===== src/rtl/hello_world_pkg.sv =====
// Shared constants and types for the fixed-message UART demo.
// The optional even-parity frame is selected with HELLO_WORLD_PARITY_EN.
package hello_world_pkg;

    localparam int MSG_LEN = 13;
    localparam logic [3:0] LAST_IDX = 4'd12;

    // "Hello World\r\n"
    localparam logic [7:0] MSG [0:MSG_LEN-1] = '{
        8'h48, 8'h65, 8'h6C, 8'h6C, 8'h6F, 8'h20, 8'h57,
        8'h6F, 8'h72, 8'h6C, 8'h64, 8'h0D, 8'h0A
    };

    typedef enum logic [1:0] {
        ST_IDLE = 2'd0,
        ST_LOAD = 2'd1,
        ST_SEND = 2'd2
    } state_t;

    function automatic logic [7:0] msg_byte(input logic [3:0] idx);
        return (idx <= LAST_IDX) ? MSG[idx] : 8'h00;
    endfunction

    function automatic logic even_parity(input logic [7:0] b);
        return ^b;
    endfunction

endpackage


===== src/rtl/uart_tx.sv =====
// Single-byte UART serialiser: 8N1 by default, 8E1 when HELLO_WORLD_PARITY_EN
// is defined. done pulses during the final cycle of the stop bit.
module uart_tx
    import hello_world_pkg::*;
#(
    parameter int CLOCKS_PER_BIT = 10
) (
    input  logic       clk,
    input  logic       rst,
    input  logic       start,
    input  logic [7:0] byte_in,
    output logic       tx,
    output logic       busy,
    output logic       done
);

`ifdef HELLO_WORLD_PARITY_EN
    localparam int FRAME_BITS = 11;
`else
    localparam int FRAME_BITS = 10;
`endif
    localparam int SHIFT_W = FRAME_BITS - 1;
    localparam int CNT_W = $clog2(CLOCKS_PER_BIT);
    localparam logic [CNT_W-1:0] BAUD_LAST = CNT_W'(CLOCKS_PER_BIT - 1);
    localparam logic [CNT_W-1:0] BAUD_PRE = CNT_W'(CLOCKS_PER_BIT - 2);
    localparam logic [3:0] BIT_LAST = 4'(FRAME_BITS - 1);

    logic [CNT_W-1:0]   baud_cnt_r;
    logic [3:0]         bit_cnt_r;
    logic [SHIFT_W-1:0] shift_r;
    logic               tx_r;
    logic               busy_r;
    logic               done_r;
    logic [SHIFT_W-1:0] frame_s;

    // Everything after the start bit, shifted out LSB first
    always_comb begin
`ifdef HELLO_WORLD_PARITY_EN
        frame_s = {1'b1, even_parity(byte_in), byte_in};
`else
        frame_s = {1'b1, byte_in};
`endif
    end

    // Baud/bit counters and the registered serial line
    always_ff @(posedge clk or posedge rst) begin
        if (rst) begin
            baud_cnt_r <= {CNT_W{1'b0}};
            bit_cnt_r  <= 4'd0;
            shift_r    <= {SHIFT_W{1'b1}};
            tx_r       <= 1'b1;
            busy_r     <= 1'b0;
            done_r     <= 1'b0;
        end else if (!busy_r) begin
            baud_cnt_r <= {CNT_W{1'b0}};
            bit_cnt_r  <= 4'd0;
            done_r     <= 1'b0;
            if (start) begin
                busy_r  <= 1'b1;
                tx_r    <= 1'b0;
                shift_r <= frame_s;
            end else begin
                tx_r <= 1'b1;
            end
        end else begin
            // Flag completion one cycle early so the next frame can follow with a single idle cycle
            done_r <= (bit_cnt_r == BIT_LAST) && (baud_cnt_r == BAUD_PRE);
            if (baud_cnt_r == BAUD_LAST) begin
                baud_cnt_r <= {CNT_W{1'b0}};
                if (bit_cnt_r == BIT_LAST) begin
                    busy_r    <= 1'b0;
                    tx_r      <= 1'b1;
                    bit_cnt_r <= 4'd0;
                end else begin
                    bit_cnt_r <= bit_cnt_r + 4'd1;
                    tx_r      <= shift_r[0];
                    shift_r   <= {1'b1, shift_r[SHIFT_W-1:1]};
                end
            end else begin
                baud_cnt_r <= baud_cnt_r + CNT_W'(1);
            end
        end
    end

    assign tx   = tx_r;
    assign busy = busy_r;
    assign done = done_r;

endmodule


===== src/rtl/hello_world.sv =====
// Sends "Hello World\r\n" over a UART line on each trigger while idle.
// Define HELLO_WORLD_PARITY_EN for 8E1 framing instead of 8N1.
module hello_world
    import hello_world_pkg::*;
#(
    parameter int CLOCK_RATE     = 10,
    parameter int BAUD_RATE      = 1,
    parameter int CLOCKS_PER_BIT = CLOCK_RATE / BAUD_RATE
) (
    input  logic       clk,
    input  logic       rst,
    input  logic       trigger,
    output logic       sending,
    output logic       tx,
    output logic [7:0] data
);

    if (CLOCKS_PER_BIT < 2) begin : g_cpb_check
        $error("hello_world: CLOCKS_PER_BIT must be at least 2");
    end

    state_t     state_r;
    state_t     state_s;
    logic [3:0] idx_r;
    logic [3:0] idx_s;
    logic       sending_r;
    logic       sending_s;
    logic [7:0] data_r;
    logic [7:0] data_s;
    logic       start_s;
    logic       tx_s;
    logic       busy_s;
    logic       done_s;

    uart_tx #(
        .CLOCKS_PER_BIT(CLOCKS_PER_BIT)
    ) u_uart_tx (
        .clk    (clk),
        .rst    (rst),
        .start  (start_s),
        .byte_in(data_r),
        .tx     (tx_s),
        .busy   (busy_s),
        .done   (done_s)
    );

    // Message sequencer: next state, byte index and debug outputs
    always_comb begin
        state_s   = state_r;
        idx_s     = idx_r;
        sending_s = sending_r;
        data_s    = data_r;
        start_s   = 1'b0;
        case (state_r)
            ST_IDLE: begin
                if (trigger) begin
                    state_s   = ST_LOAD;
                    sending_s = 1'b1;
                    data_s    = msg_byte(idx_r);
                end else begin
                    sending_s = 1'b0;
                    data_s    = 8'h00;
                end
            end
            ST_LOAD: begin
                if (!busy_s) begin
                    start_s = 1'b1;
                    state_s = ST_SEND;
                end else begin
                    state_s = ST_LOAD;
                end
            end
            ST_SEND: begin
                if (done_s) begin
                    if (idx_r == LAST_IDX) begin
                        state_s   = ST_IDLE;
                        idx_s     = 4'd0;
                        sending_s = 1'b0;
                        data_s    = 8'h00;
                    end else begin
                        state_s = ST_LOAD;
                        idx_s   = idx_r + 4'd1;
                        data_s  = msg_byte(idx_r + 4'd1);
                    end
                end else begin
                    state_s = ST_SEND;
                end
            end
            default: begin
                state_s   = ST_IDLE;
                idx_s     = 4'd0;
                sending_s = 1'b0;
                data_s    = 8'h00;
            end
        endcase
    end

    // Sequencer state and registered outputs
    always_ff @(posedge clk or posedge rst) begin
        if (rst) begin
            state_r   <= ST_IDLE;
            idx_r     <= 4'd0;
            sending_r <= 1'b0;
            data_r    <= 8'h00;
        end else begin
            state_r   <= state_s;
            idx_r     <= idx_s;
            sending_r <= sending_s;
            data_r    <= data_s;
        end
    end

    assign sending = sending_r;
    assign tx      = tx_s;
    assign data    = data_r;

endmodule


===== config.mk =====
export PLATFORM = sky130hd
export DESIGN_NAME = hello_world
export DESIGN_NICKNAME = d
export VERILOG_FILES = /design/src/rtl/hello_world_pkg.sv /design/src/rtl/uart_tx.sv /design/src/rtl/hello_world.sv
export SDC_FILE = /design/constraint.sdc
export NUM_CORES = 1
export LEC_CHECK = 0
export CAP_MARGIN = 20
export CELL_PAD_IN_SITES_DETAIL_PLACEMENT = 1
export CELL_PAD_IN_SITES_GLOBAL_PLACEMENT = 1
export CORE_UTILIZATION = 35
export DETAILED_ROUTE_END_ITERATION = 8
export GPL_TIMING_DRIVEN = 0
export PLACE_DENSITY_LB_ADDON = 0.05
export SETUP_SLACK_MARGIN = 0.4
export SYNTH_ARGS = -nofsm -noshare
export SYNTH_HDL_FRONTEND = slang
export SYNTH_SLANG_ARGS = --single-unit

===== constraint.sdc =====
create_clock -name clk -period 5.4 [get_ports clk]
set_input_delay 1.08 -clock clk [delete_from_list [all_inputs] [get_ports clk]]
set_output_delay 1.08 -clock clk [all_outputs]
set_load 0.1 [all_outputs]

After elaboration in Yosys (flattened, before gate mapping)
Memories as Yosys holds them, arrays and structs flattened.
Index checks and enable logic that the tools add are counted.
- register bits: 35
- bits in read-only memories: 256
- logic and storage cells: 84
- memories: 2
- add/sub/neg operators: 3
- order comparisons: 4
- equality and inequality tests: 11
- muxes and demuxes: 42
- bitwise gates (word level): 4
- reductions and logical operators: 8
- memory list (name ; words ; width ; rd ports ; clocked after Yosys merged registers in ; wr ports ; RTL line ; source):
    (name not given) ; 16 ; 8 ; 1 ; 0 ; 0 ; hello_world_pkg.sv:21 ; return (idx <= LAST_IDX) ? MSG[idx] : 8'h00;
    (name not given) ; 16 ; 8 ; 1 ; 0 ; 0 ; hello_world_pkg.sv:21 ;
- operator list (operator ; number):
    8-bit 2-to-1 mux ; 9
    9-bit 2-to-1 mux ; 4
    4-bit 2-to-1 mux ; 7
    8-bit case mux with 3 select lines ; 1
    4-bit equality test, second input constant ; 4
    1-bit 2-to-1 mux ; 15
    4-bit by 1-bit adder with 4-bit output, second input constant ; 3
    5-bit greater-or-equal comparator, second input constant ; 2
    4-bit inverter with 5-bit output ; 2
    4-bit less-or-equal comparator, second input constant ; 2
    2-bit != test, second input constant ; 4
    4-bit case mux with 2 select lines ; 1
    2-bit 2-to-1 mux ; 3
    2-bit case mux with 3 select lines ; 1
    3-bit AND reduction ; 2
    2-bit AND reduction ; 2
    1-bit case mux with 3 select lines ; 1
    2-bit by 1-bit equality test with 1-bit output, second input constant ; 1
    2-bit equality test, second input constant ; 1
    2-bit logical NOT ; 1
    2-bit by 1-bit != test with 1-bit output, second input constant ; 1
    1-bit inverter ; 2
    2-bit nonzero test ; 1
    2-bit OR reduction ; 1
    1-bit logical AND ; 1

Depth between registers and ports, before layout
- word-level depth: 9
- gate-level depth with buffers: 8
- depth with buffers taken out: 7

Cells and area by module
Synthesis repeated with hierarchy kept, for this count alone.
- cells, all modules: 225
- area, all modules: 2187.1 sq um
- by module, submodules not included (module ; times used ; cells each ; area an instance (sq um) ; sequential area each (sq um)):
    hello_world ; 1 ; 129 ; 1164.9 ; 350.3
    uart_tx ; 1 ; 96 ; 1022.2 ; 486.7

Worst setup path before layout
OpenSTA, ideal clock, no wires.
- kind: reg2out
- start point: register sending_r, in the netlist sending
- end point: output sending
- data arrival time: 0.912 ns
- setup slack: 3.408 ns
- cell stages (with the launch flop): 1
- cell sequence: dfrtp_1
- RTL lines (element ; RTL line ; source):
    start: declaration ; hello_world.sv:26 ; logic sending_r;
    start signal: assignment ; hello_world.sv:108 ; sending_r <= sending_s;
    end: declaration ; hello_world.sv:13 ; output logic sending,
No word-level cell between the ends.

Final worst setup path
- start point: register u_uart_tx.tx_r, in the netlist u_uart_tx.tx
- end point: output tx
- RTL lines (element ; RTL line ; source):
    start: declaration ; uart_tx.sv:31 ; logic tx_r;
    start signal: assignment ; uart_tx.sv:76 ; tx_r <= shift_r[0];
    end: declaration ; hello_world.sv:14 ; output logic tx,
No word-level cell between the ends.

==> flow_summary.json <==
{
  "async_reset_ff_share_pct": 100,
  "worstMarginPinSlew_ns": 0.973,
  "slowest_delay_ns": 1.13,
  "p_per_area_nw_per_um2": 177,
  "power_frac_seq_pct": 56.4,
  "critPathBufInv": 1,
  "antenna_found_initial": 0,
  "worstPathArrival_ns": 1.94,
  "ios": 13,
  "antenna_cells": 0,
  "drive_gt1_share_pct": 17.8,
  "clock_latency_ns": 0.29,
  "clockBufferDepth": 2,
  "dp_slack_ns": 2.69,
  "synth_cell_types": 51,
  "setup_tns_ns": 0,
  "routabilityCongestion": 0.794,
  "cts_resized": 0,
  "cts_tree": "yes",
  "yosysTopAreaCell": "dfrtp_1",
  "numCtsBuffers": 5,
  "vdd_drop_max_mv": 0.0864,
  "grt_start_max_net_pins": 23,
  "synthFlopType": "dfrtp_1",
  "fin_worst_skew_ns": 0.00981,
  "end_kind": "output port",
  "netlist_instances": 216,
  "viasPerCell": 5.27,
  "p_clk_share_pct": 40.7,
  "synth_top_area_share_pct": 27.8,
  "wl_per_cell_um": 16.7,
  "period_share_pct": 55.9,
  "grt_usage_pct": 18.3,
  "design_area_um2": 2480,
  "maxCapViolations": 0,
  "critPathLaunchType": "flip-flop",
  "cp_cell_sequence": "clkdlybuf4s50_1",
  "dieArea_um2": 6500,
  "fin_ws_ns": 2.38,
  "hold_path.class": "flip-flop to flip-flop",
  "setup_violations": 0,
  "fp.coreArea_um2": 5960,
  "grt_setup_unrepaired": "no",
  "nNetsFinal": 254,
  "vias": 1640,
  "synth_area_leaders": "dfrtp_1, dfstp_2, ha_1, mux2_1, nand2_1",
  "grt_pass1_wl_mm": 8.95,
  "critPathKind": "flip-flop to output port",
  "combPwrFrac_pct": 2.9,
  "initial_core_util_pct": 36.3,
  "rows": 28,
  "detailed_place_hpwl_mm": 4.08,
  "detail-route-antenna-nets": 0,
  "crit_family": "buffers and inverters",
  "nFillCells": 688,
  "cts-root-buf": "clkbuf_8",
  "drc": 0,
  "leakage_uw": 0.00103,
  "drtIter0Drc": 51,
  "critPathSlowestCell": "clkdlybuf4s50_1",
  "grt_pass1_vias": 1820,
  "ys.warnings.count": 0,
  "yosysSeqAreaShare_pct": 38.7,
  "drv_slew": 0,
  "postCtsSetupRepairBufs": 0,
  "htreeDepth": 2,
  "dieHeight_um": 80.6,
  "fin_hold_ws_ns": 0.490,
  "internal_power_uw": 341,
  "path_max_fanout": 2,
  "routed_wl_mm": 5.19,
  "numPortBuffers": 11,
  "dieWidth_um": 80.6,
  "syn2layout_area_growth_pct": 14.5,
  "avgSynthCellArea_um2": 10.0,
  "gr-total-overflow": 0,
  "syn_area_um2": 2160,
  "synth_nets": 235,
  "multi_input_area_um2": 1230,
  "path_clk_slew_ns": 0.07,
  "cts.sinks": 33,
  "min_period_ns": 3.02,
  "place_area_um2": 2390,
  "synth_edf_count": 0,
  "fmax_mhz": 331,
  "status": "completed",
  "required_ns": 4.32,
  "relSlewSlack_pct": 34.9,
  "switching_share_pct": 22.4,
  "finalPower_uw": 439,
  "p_sw_uw": 98.2,
  "ys_seq_elements": 33,
  "first_pass_iters": 4,
  "cts-hold-fix-buffers": 0,
  "hold_violations": 0,
  "regArea_um2": 837
}
==> layout make-up <==
class | instances | share of cell area [%]
multi-input cells | 162 | 49.5
plain buffers | 10 | 2.32
flip-flops and latches | 33 | 33.8
well taps | 75 | 3.79
clock buffers | 6 | 2.93
inverters | 11 | 1.67
repair buffers | 12 | 5.56
clock inverters | 2 | 0.404
==> per-stage QoR <==
| stage | std cells | utilization (%) |
|---|---|---|
| 2_1_floorplan | 216 | - |
| 3_5_place_dp | 303 | 40.2 |
| 3_3_place_gp | 302 | 39.7 |
| 6_report | 311 | 41.6 |
| 4_1_cts | 311 | 41.6 |
| 5_1_grt | 311 | 41.6 |
==> layer usage <==
| layer | track usage [%] | wire length [µm] | vias up |
|---|---|---|---|
| met1 | 20.8 | 2210 | 810 |
| met2 | 33.5 | 2760 | 19 |
| met4 | 7.68 | 135 | 0 |
| met3 | 2.95 | 79 | 11 |
| met5 | 0 | 0 | - |
| li1 | - | - | 800 |
==> state kept, by name, summed over array words and instances (netlist names) <==
signal                flops
sending                   1
u_uart_tx.baud_cnt_r      4
u_uart_tx.done            1
idx_r                     4
u_uart_tx.shift_r         8
data                      7
u_uart_tx.busy            1
u_uart_tx.tx              1
state_r                   2
u_uart_tx.bit_cnt_r       4
==> Yosys cell counts, drive strengths merged (2+ instances only) <==
library cell  instances
dfrtp                24
nand2                22
o21ai                20
mux2                 19
ha                   16
nor2                 14
inv                  11
dfstp                 9
a22oi                 7
buf                   7
nand2b                7
a21oi                 5
and3                  5
and2                  3
and3b                 3
clkbuf                3
mux2i                 3
nand3b                3
nor2b                 3
nor3                  3
o22ai                 3
o31ai                 3
xnor2                 3
nand3                 2
nor3b                 2
o211ai                2
o221ai                2
or3b                  2
==> cell families after synthesis <==
kind of cell | synth area share [%]
and+or+nand+nor | 18.0
AOI/OAI and AO/OA | 15.4
DFF | 38.7
muxes | 11.5
buffers and inverters | 4.57
adders and majority gates | 9.26
xor gates and xnor gates | 2.43
other | 0.173
==> power by group through the flow <==
stage	logic [µW]	clock network (µW)	registers [µW]
after global routing	14.0	198	247
after CTS	13.2	187	247
final	12.7	179	248
after detailed placement	13.1	0	252
after global placement	10.3	0	252
after floorplan	7.40	0	252
==> final timing paths <==
path                       cells past startpoint                                  to                              from  slack, ns
setup / recovery                               1                                  tx          u_uart_tx.tx$_DFFE_PP1P_       2.38
hold / removal                                 2    u_uart_tx.shift_r[7]$_DFFE_PP1P_  u_uart_tx.shift_r[7]$_DFFE_PP1P_       0.49
hold reg to reg                                2    u_uart_tx.shift_r[7]$_DFFE_PP1P_  u_uart_tx.shift_r[7]$_DFFE_PP1P_       0.49
setup reg to reg                               7                 data[2]$_DFFE_PP0P_              idx_r[0]$_DFFE_PP0P_       3.08
min in group asynchronous                      2  u_uart_tx.bit_cnt_r[3]$_DFFE_PP0P_                               rst       1.15
max in group asynchronous                      3    u_uart_tx.shift_r[5]$_DFFE_PP1P_                               rst       3.67
==> layout by cell type (no fill, tap or decap), types with 2 or more instances in the layout <==
cell              n
mux2_1           11
buf_4             2
clkdlybuf4s50_1  11
dfstp_2           9
ha_1             16
and3b_1           3
o21ai_0          11
dfrtp_1          24
and2_1            3
o31ai_1           2
clkinv_2          2
clkbuf_1          4
o21ai_1           9
mux2i_1           3
or3b_1            2
buf_2             4
o221ai_1          2
nor3_1            3
o211ai_1          2
inv_1             9
nand2b_1          7
nand2_1          22
mux2_2            7
nor2_1           13
inv_2             2
a22oi_1           7
o22ai_1           3
clkbuf_8          5
nand3b_1          3
a21oi_1           4
and3_1            4
nand3_1           2
nor2b_1           3
Note: power is estimated with default switching activity, not from simulation.
